$ cat config.mk
export PLATFORM = sky130hd
export DESIGN_NAME = cache_ctrl_flat
export DESIGN_NICKNAME = d
export VERILOG_FILES = /design/src/rtl/cache_ctrl_if.sv /design/src/rtl/cache_ctrl.sv /design/src/flat_wrapper.sv
export SDC_FILE = /design/constraint.sdc
export NUM_CORES = 2
export LEC_CHECK = 0
export ABC_AREA = 1
export ABC_CLOCK_PERIOD_IN_PS = 35600
export BUFFER_PORTS_ARGS = -buffer_cell sky130_fd_sc_hd__buf_4
export CAP_MARGIN = 0
export CORE_MARGIN = 4
export CORE_UTILIZATION = 58
export CTS_BUF_LIST = sky130_fd_sc_hd__clkbuf_4
export DETAILED_ROUTE_END_ITERATION = 12
export PLACE_DENSITY_LB_ADDON = 0.05
export SETUP_SLACK_MARGIN = 0.5
export SLEW_MARGIN = 0
export SYNTH_ARGS = -nofsm -noshare
export SYNTH_HDL_FRONTEND = slang
export SYNTH_SLANG_ARGS = --single-unit
export TNS_END_PERCENT = 1
$ cat constraint.sdc
create_clock -name clock -period 35.6 [get_ports clock]
set_input_delay 1.78 -clock clock [delete_from_list [all_inputs] [get_ports clock]]
set_output_delay 1.78 -clock clock [all_outputs]
set_load 0.01 [all_outputs]
$ cat src/rtl/cache_ctrl_if.sv
// Bus bundle between the cache controller and its environment: the CPU
// request port, the external tag/data RAMs and the main-memory port.
// "master" is the environment side (CPU, RAMs, memory); "slave" is the
// controller itself.
interface cache_ctrl_if #(
  parameter int INDEX_W = 10,
  parameter int TAG_W   = 4,
  parameter int DATA_W  = 32
);
  localparam int ADDR_W = TAG_W + INDEX_W;

  // CPU side
  logic               cpu_req;
  logic               cpu_we;
  logic [ADDR_W-1:0]  cpu_addr;
  logic [DATA_W-1:0]  cpu_wdata;
  logic               cpu_ready;
  logic [DATA_W-1:0]  cpu_rdata;
  logic               busy;

  // Tag RAM
  logic               tag_write;
  logic [INDEX_W-1:0] tag_index;
  logic [TAG_W-1:0]   tag_wr;
  logic [TAG_W-1:0]   tag_rd;

  // Data RAM
  logic               data_write;
  logic [INDEX_W-1:0] data_index;
  logic [DATA_W-1:0]  data_wdata;
  logic [DATA_W-1:0]  data_rdata;

  // Main memory
  logic               mem_req;
  logic               mem_we;
  logic [ADDR_W-1:0]  mem_addr;
  logic [DATA_W-1:0]  mem_wdata;
  logic               mem_ack;
  logic [DATA_W-1:0]  mem_rdata;

  modport master (
    output cpu_req, cpu_we, cpu_addr, cpu_wdata,
    output tag_rd, data_rdata, mem_ack, mem_rdata,
    input  cpu_ready, cpu_rdata, busy,
    input  tag_write, tag_index, tag_wr,
    input  data_write, data_index, data_wdata,
    input  mem_req, mem_we, mem_addr, mem_wdata
  );

  modport slave (
    input  cpu_req, cpu_we, cpu_addr, cpu_wdata,
    input  tag_rd, data_rdata, mem_ack, mem_rdata,
    output cpu_ready, cpu_rdata, busy,
    output tag_write, tag_index, tag_wr,
    output data_write, data_index, data_wdata,
    output mem_req, mem_we, mem_addr, mem_wdata
  );
endinterface

$ cat src/rtl/cache_ctrl.sv
// Sequencing controller for the direct-mapped, single-word-line cache of the
// MIPS core. Owns the per-line valid bits, drives the external tag/data RAMs
// (registered reads, one-cycle latency), refills from main memory on a read
// miss and handles writes as write-through without allocation.
module cache_ctrl #(
  parameter int INDEX_W = 10,
  parameter int TAG_W   = 4,
  parameter int DATA_W  = 32
) (
  input logic         clock,
  input logic         reset,
  cache_ctrl_if.slave bus
);
  localparam int ADDR_W = TAG_W + INDEX_W;
  localparam int LINES  = 2 ** INDEX_W;

  typedef enum logic [2:0] {
    IDLE   = 3'd0,
    READ   = 3'd1,
    CMP    = 3'd2,
    MEM_RD = 3'd3,
    FILL   = 3'd4,
    MEM_WR = 3'd5
  } state_t;

  state_t state;
  state_t state_next;

  // Request captured at acceptance; everything after IDLE works from these.
  logic               we_q;
  logic [ADDR_W-1:0]  addr_q;
  logic [DATA_W-1:0]  wdata_q;
  logic [DATA_W-1:0]  fill_q;
  logic [DATA_W-1:0]  rdata_q;
  logic [LINES-1:0]   valid;

  logic [INDEX_W-1:0] index_q;
  logic [TAG_W-1:0]   tag_q;
  logic               hit;

  logic               ready_c;
  logic [DATA_W-1:0]  rdata_c;
  logic               tag_write_c;
  logic               data_write_c;
  logic [DATA_W-1:0]  data_wdata_c;
  logic               mem_req_c;
  logic               mem_we_c;

  assign index_q = addr_q[INDEX_W-1:0];
  assign tag_q   = addr_q[ADDR_W-1:INDEX_W];

  // The RAM read data is only meaningful in CMP, where it reflects index_q.
  assign hit = valid[index_q] && (bus.tag_rd == tag_q);

  // State register; reset abandons any transaction in flight.
  always_ff @(posedge clock or posedge reset) begin
    if (reset) begin
      state <= IDLE;
    end else begin
      state <= state_next;
    end
  end

  // Next-state logic: new requests are only looked at in IDLE.
  always_comb begin
    state_next = state;
    unique case (state)
      IDLE:    if (bus.cpu_req) state_next = READ;
      READ:    state_next = CMP;
      CMP: begin
        if (we_q)     state_next = MEM_WR;
        else if (hit) state_next = IDLE;
        else          state_next = MEM_RD;
      end
      MEM_RD:  if (bus.mem_ack) state_next = FILL;
      FILL:    state_next = IDLE;
      MEM_WR:  if (bus.mem_ack) state_next = IDLE;
      default: state_next = IDLE;
    endcase
  end

  // Per-state outputs; RAM writes only happen in CMP (write hit) or FILL.
  always_comb begin
    ready_c      = 1'b0;
    rdata_c      = rdata_q;
    tag_write_c  = 1'b0;
    data_write_c = 1'b0;
    data_wdata_c = wdata_q;
    mem_req_c    = 1'b0;
    mem_we_c     = 1'b0;
    unique case (state)
      CMP: begin
        if (hit) begin
          if (we_q) begin
            data_write_c = 1'b1;
            data_wdata_c = wdata_q;
          end else begin
            ready_c = 1'b1;
            rdata_c = bus.data_rdata;
          end
        end
      end
      MEM_RD: begin
        mem_req_c = 1'b1;
      end
      FILL: begin
        tag_write_c  = 1'b1;
        data_write_c = 1'b1;
        data_wdata_c = fill_q;
        ready_c      = 1'b1;
        rdata_c      = fill_q;
      end
      MEM_WR: begin
        mem_req_c = 1'b1;
        mem_we_c  = 1'b1;
        ready_c   = bus.mem_ack;
      end
      default: begin
      end
    endcase
  end

  // Request latch, refill capture, valid bits and the held read-data word.
  always_ff @(posedge clock or posedge reset) begin
    if (reset) begin
      we_q    <= 1'b0;
      addr_q  <= '0;
      wdata_q <= '0;
      fill_q  <= '0;
      rdata_q <= '0;
      valid   <= '0;
    end else begin
      if (state == IDLE && bus.cpu_req) begin
        we_q    <= bus.cpu_we;
        addr_q  <= bus.cpu_addr;
        wdata_q <= bus.cpu_wdata;
      end
      if (state == MEM_RD && bus.mem_ack) begin
        fill_q <= bus.mem_rdata;
      end
      if (state == FILL) begin
        valid[index_q] <= 1'b1;
      end
      if (ready_c) begin
        rdata_q <= rdata_c;
      end
    end
  end

  assign bus.cpu_ready  = ready_c;
  assign bus.cpu_rdata  = rdata_c;
  assign bus.busy       = (state != IDLE);
  assign bus.tag_write  = tag_write_c;
  assign bus.tag_index  = index_q;
  assign bus.tag_wr     = tag_q;
  assign bus.data_write = data_write_c;
  assign bus.data_index = index_q;
  assign bus.data_wdata = data_wdata_c;
  assign bus.mem_req    = mem_req_c;
  assign bus.mem_we     = mem_we_c;
  assign bus.mem_addr   = addr_q;
  assign bus.mem_wdata  = wdata_q;
endmodule

$ cat src/flat_wrapper.sv
// flat-port wrapper written by rule: the top's interface ports become plain ports
module cache_ctrl_flat 
#(
  parameter int INDEX_W = 10,
  parameter int TAG_W   = 4,
  parameter int DATA_W  = 32
)
  (clock, reset, bus_cpu_req, bus_cpu_we, bus_cpu_addr, bus_cpu_wdata, bus_tag_rd, bus_data_rdata, bus_mem_ack, bus_mem_rdata, bus_cpu_ready, bus_cpu_rdata, bus_busy, bus_tag_write, bus_tag_index, bus_tag_wr, bus_data_write, bus_data_index, bus_data_wdata, bus_mem_req, bus_mem_we, bus_mem_addr, bus_mem_wdata);
  cache_ctrl_if #(.INDEX_W(INDEX_W), .TAG_W(TAG_W), .DATA_W(DATA_W)) bus_i ();
  input logic clock;
  input logic reset;
  input wire logic [$bits(bus_i.cpu_req)-1:0] bus_cpu_req;
  input wire logic [$bits(bus_i.cpu_we)-1:0] bus_cpu_we;
  input wire logic [$bits(bus_i.cpu_addr)-1:0] bus_cpu_addr;
  input wire logic [$bits(bus_i.cpu_wdata)-1:0] bus_cpu_wdata;
  input wire logic [$bits(bus_i.tag_rd)-1:0] bus_tag_rd;
  input wire logic [$bits(bus_i.data_rdata)-1:0] bus_data_rdata;
  input wire logic [$bits(bus_i.mem_ack)-1:0] bus_mem_ack;
  input wire logic [$bits(bus_i.mem_rdata)-1:0] bus_mem_rdata;
  output wire logic [$bits(bus_i.cpu_ready)-1:0] bus_cpu_ready;
  output wire logic [$bits(bus_i.cpu_rdata)-1:0] bus_cpu_rdata;
  output wire logic [$bits(bus_i.busy)-1:0] bus_busy;
  output wire logic [$bits(bus_i.tag_write)-1:0] bus_tag_write;
  output wire logic [$bits(bus_i.tag_index)-1:0] bus_tag_index;
  output wire logic [$bits(bus_i.tag_wr)-1:0] bus_tag_wr;
  output wire logic [$bits(bus_i.data_write)-1:0] bus_data_write;
  output wire logic [$bits(bus_i.data_index)-1:0] bus_data_index;
  output wire logic [$bits(bus_i.data_wdata)-1:0] bus_data_wdata;
  output wire logic [$bits(bus_i.mem_req)-1:0] bus_mem_req;
  output wire logic [$bits(bus_i.mem_we)-1:0] bus_mem_we;
  output wire logic [$bits(bus_i.mem_addr)-1:0] bus_mem_addr;
  output wire logic [$bits(bus_i.mem_wdata)-1:0] bus_mem_wdata;
  assign bus_i.cpu_req = bus_cpu_req;
  assign bus_i.cpu_we = bus_cpu_we;
  assign bus_i.cpu_addr = bus_cpu_addr;
  assign bus_i.cpu_wdata = bus_cpu_wdata;
  assign bus_i.tag_rd = bus_tag_rd;
  assign bus_i.data_rdata = bus_data_rdata;
  assign bus_i.mem_ack = bus_mem_ack;
  assign bus_i.mem_rdata = bus_mem_rdata;
  assign bus_cpu_ready = bus_i.cpu_ready;
  assign bus_cpu_rdata = bus_i.cpu_rdata;
  assign bus_busy = bus_i.busy;
  assign bus_tag_write = bus_i.tag_write;
  assign bus_tag_index = bus_i.tag_index;
  assign bus_tag_wr = bus_i.tag_wr;
  assign bus_data_write = bus_i.data_write;
  assign bus_data_index = bus_i.data_index;
  assign bus_data_wdata = bus_i.data_wdata;
  assign bus_mem_req = bus_i.mem_req;
  assign bus_mem_we = bus_i.mem_we;
  assign bus_mem_addr = bus_i.mem_addr;
  assign bus_mem_wdata = bus_i.mem_wdata;
  cache_ctrl #(.INDEX_W(INDEX_W), .TAG_W(TAG_W), .DATA_W(DATA_W)) u_core (.clock(clock), .reset(reset), .bus(bus_i));
endmodule
==> flow_summary.ini <==
[outcome]
status = finished clean

[detailed_routing]
avgViaCountPerCell = 5.60
drt_pass1_iterations = 5
wl_per_cell_um = 20.4
vias = 42500
drt_iter0_drc = 4071
drt-total-wl_um = 155000
drtAntennaViolNets = 0
route.detailed.drc = 0

[cts]
cts_buffers = 316
clk_pin_slew_ps = 60
cts.sinks = 1138
root_buffer = clkbuf_4
cts_setup_buffers = 0
ctsResizeCount = 0
worstSkewPairLatency_ps = 1210
cts_tree = done
htree_num_levels = 5
cts_hold_buf = 0
clk_path_buf_depth = 4

[setup_path]
start_kind = flop
crit_path_end_kind = output pin
cp_slowest_stage_delay_ps = 890
required_ps = 33820
cp_max_fo = 179
arrival_ps = 7450
crit_buf_inv = 6
critPathKind = reg -> out
cpMostUsedCell = nand2_1
crit_family = buffers and inverters
slowest_stage = buf_4

[power_and_ir_drop]
power_density_nw_per_um2 = 62.9
p_leak_nw = 28.3
ir_drop_mv = 0.0478

[yosys]
syn_area_per_cell_um2 = 8.50
ys_seq_elements = 1138
syn_nets = 6133
syn-cell-area_um2 = 51100
synth-seq-area-share = 0.557
ys_warn_count = 0
synth_cells = 6014
ys_types = 29

[global_route]
grtUsageTotal = 0.333
met3_usage = 0.0644
top_usage_layer = met2
use_met1 = 0.455
grt_pass1_wl_um = 242000
grt_max_degree = 233
antenna_found_initial = 7
grt_overflow = 0
grt_use_met2 = 0.521
first_global_vias = 41700

[timing]
finalSetupViolations = 0
relSlewSlack = 0.141
fmax_mhz = 108
whs_ps = 452
tightest_slew_ps = 1280
final.period_utilization = 0.259
finalMaxSlewViolations = 0
grt_setup_unrepaired = no
skew_ps = 105
setup_slack_ps = 26370
period_needed_ps = 9240
finalHoldViolations = 0
tns_ps = 0

[placement]
portBuffers = 258
dp_slack_ps = 27690
dp_hpwl_um = 84700
globalplace.congestion = 0.853

[floorplanning]
fp.dieH_um = 305
core_area_um2 = 87000
die-area_um2 = 92900
fp.dieW_um = 305
start_util = 0.587
rows = 108
io_pins = 259

[finish]
nets = 6344
ff_latch_area_um2 = 28500
postLayoutCoreUtil = 0.657
nFillCells = 7500
multi_input_area_um2 = 18900
drive_above_1_share = 0.144
area_growth_syn_to_layout_pct = 11.9

[worst_hold_path]
min_path_type = reg -> reg

[run]
max-cap-violations = 0
==> state kept, by name (all words and copies together), names as in the netlist <==
register,cells
u_core.state,3
u_core.valid,1024
u_core.we_q,1
u_core.bus.mem_wdata,32
u_core.fill_q,32
u_core.bus.mem_addr,14
u_core.rdata_q,32
==> placed cells by master (no fill, tap or decap), drive strengths merged <==
cell type,netlist,layout
a21oi,70,70
buf,138,331
bufinv,0,5
clkbuf,300,452
clkinv,3,58
dfrtp,1138,1138
diode,0,6
inv,522,529
mux2,69,69
nand2,2075,2075
nand3,48,48
nand4,23,23
nor2,182,182
nor3,19,19
nor4,3,3
o211ai,2,2
o21ai,839,839
o21bai,576,576
o22ai,1,1
o31ai,1,1
or2,1,1
xor2,4,4
==> path summary, 6_finish.rpt <==
check                      cells after the start  slack [ps]                              to                                from
min in group asynchronous                      2         770   u_core.valid[515]$_DFFE_PP0P_                               reset
hold reg to reg                                2         450   u_core.valid[410]$_DFFE_PP0P_       u_core.valid[410]$_DFFE_PP0P_
hold / removal                                 2         450   u_core.valid[410]$_DFFE_PP0P_       u_core.valid[410]$_DFFE_PP0P_
setup / recovery                              25       26370                bus_cpu_rdata[7]  u_core.bus.mem_addr[0]$_DFFE_PP0P_
setup reg to reg                              24       29310  u_core.rdata_q[27]$_DFFE_PP0P_  u_core.bus.mem_addr[0]$_DFFE_PP0P_
max in group asynchronous                      6       30730   u_core.valid[889]$_DFFE_PP0P_                               reset
==> metal layers <==
| metal | up-vias | wire (µm) | part of all wire |
|---|---|---|---|
| li1 | 19600 | - | - |
| met1 | 20700 | 64300 | 0.41 |
| met2 | 1723 | 72000 | 0.46 |
| met3 | 410 | 12100 | 0.078 |
| met4 | 2 | 6720 | 0.043 |
| met5 | - | 20 | 0.00013 |
==> kinds of logic (layout without fill, tap and decap cells) <==
| kind of cell | Yosys count | after routing | synth area share |
|---|---|---|---|
| AOI/OAI and AO/OA | 1489 | 1489 | 0.174 |
| and+or+nand+nor | 2351 | 2351 | 0.177 |
| buffers and inverters | 963 | 1375 | 0.0760 |
| muxes | 69 | 69 | 0.0152 |
| other | 0 | 6 | 0 |
| xor gates and xnor gates | 4 | 4 | 0.000685 |
| DFF | 1138 | 1138 | 0.557 |
==> worst reg2reg max path, stage by stage, from the launching register on <==
cell and delay, ps:
dfrtp_4 800, buf_12 540, buf_12 880, buf_4 930, buf_4 690, nand2_1 130
o21ai_0 100, nand2_1 70, nand2_1 90, nand2_1 50, nand2_1 90, nor2_1 50
nand2_1 50, nand2_1 40, nand2_1 70, o21ai_1 60, nand2_1 130, nor2_1 60
nand2_2 130, buf_4 430, nand2_2 370, nand2_1 170, nand2_1 60, nand2_1 70
nand3_1 80
==> stage by stage <==
step	total power [W]	std cells	area, µm²
after floorplan	0.00207	6014	51100
after global placement	0.00244	7062	53400
after detailed placement	0.00245	7062	53400
after CTS	0.00361	7581	57200
after global routing	0.00377	7586	57200
final	0.00360	7587	57200
==> cells in the mapped netlist (all sizes together) <==
library cell,count,area share
a21oi,70,0.0069
buf,138,0.015
clkbuf,300,0.022
clkinv,3,0.00022
dfrtp,1138,0.56
inv,522,0.038
mux2,69,0.015
nand2,2075,0.15
nand3,48,0.0047
nand4,23,0.0028
nor2,182,0.013
nor3,19,0.0025
nor4,3,0.00037
o211ai,2,0.00029
o21ai,839,0.082
o21bai,576,0.085
o22ai,1,0.00012
o31ai,1,0.00015
or2,1,0.00012
xor2,4,0.00069
==> power by group <==
group | leakage [nW] | internal, W | switching [W]
logic | 10.4 | 0.000257 | 0.000704
registers | 15.7 | 0.00140 | 0.0000860
clock network | 2.28 | 0.000615 | 0.000540
==> area by class of cell <==
| type | count | area share |
|---|---|---|
| clock inverters | 67 | 0.00680 |
| diodes | 6 | 0.000263 |
| clock buffers | 452 | 0.0593 |
| well taps | 1155 | 0.0253 |
| repair buffers | 331 | 0.0445 |
| inverters | 525 | 0.0347 |
| flip-flops and latches | 1138 | 0.498 |
| multi-input cells | 3913 | 0.331 |
(Power assumes the default switching activity.)
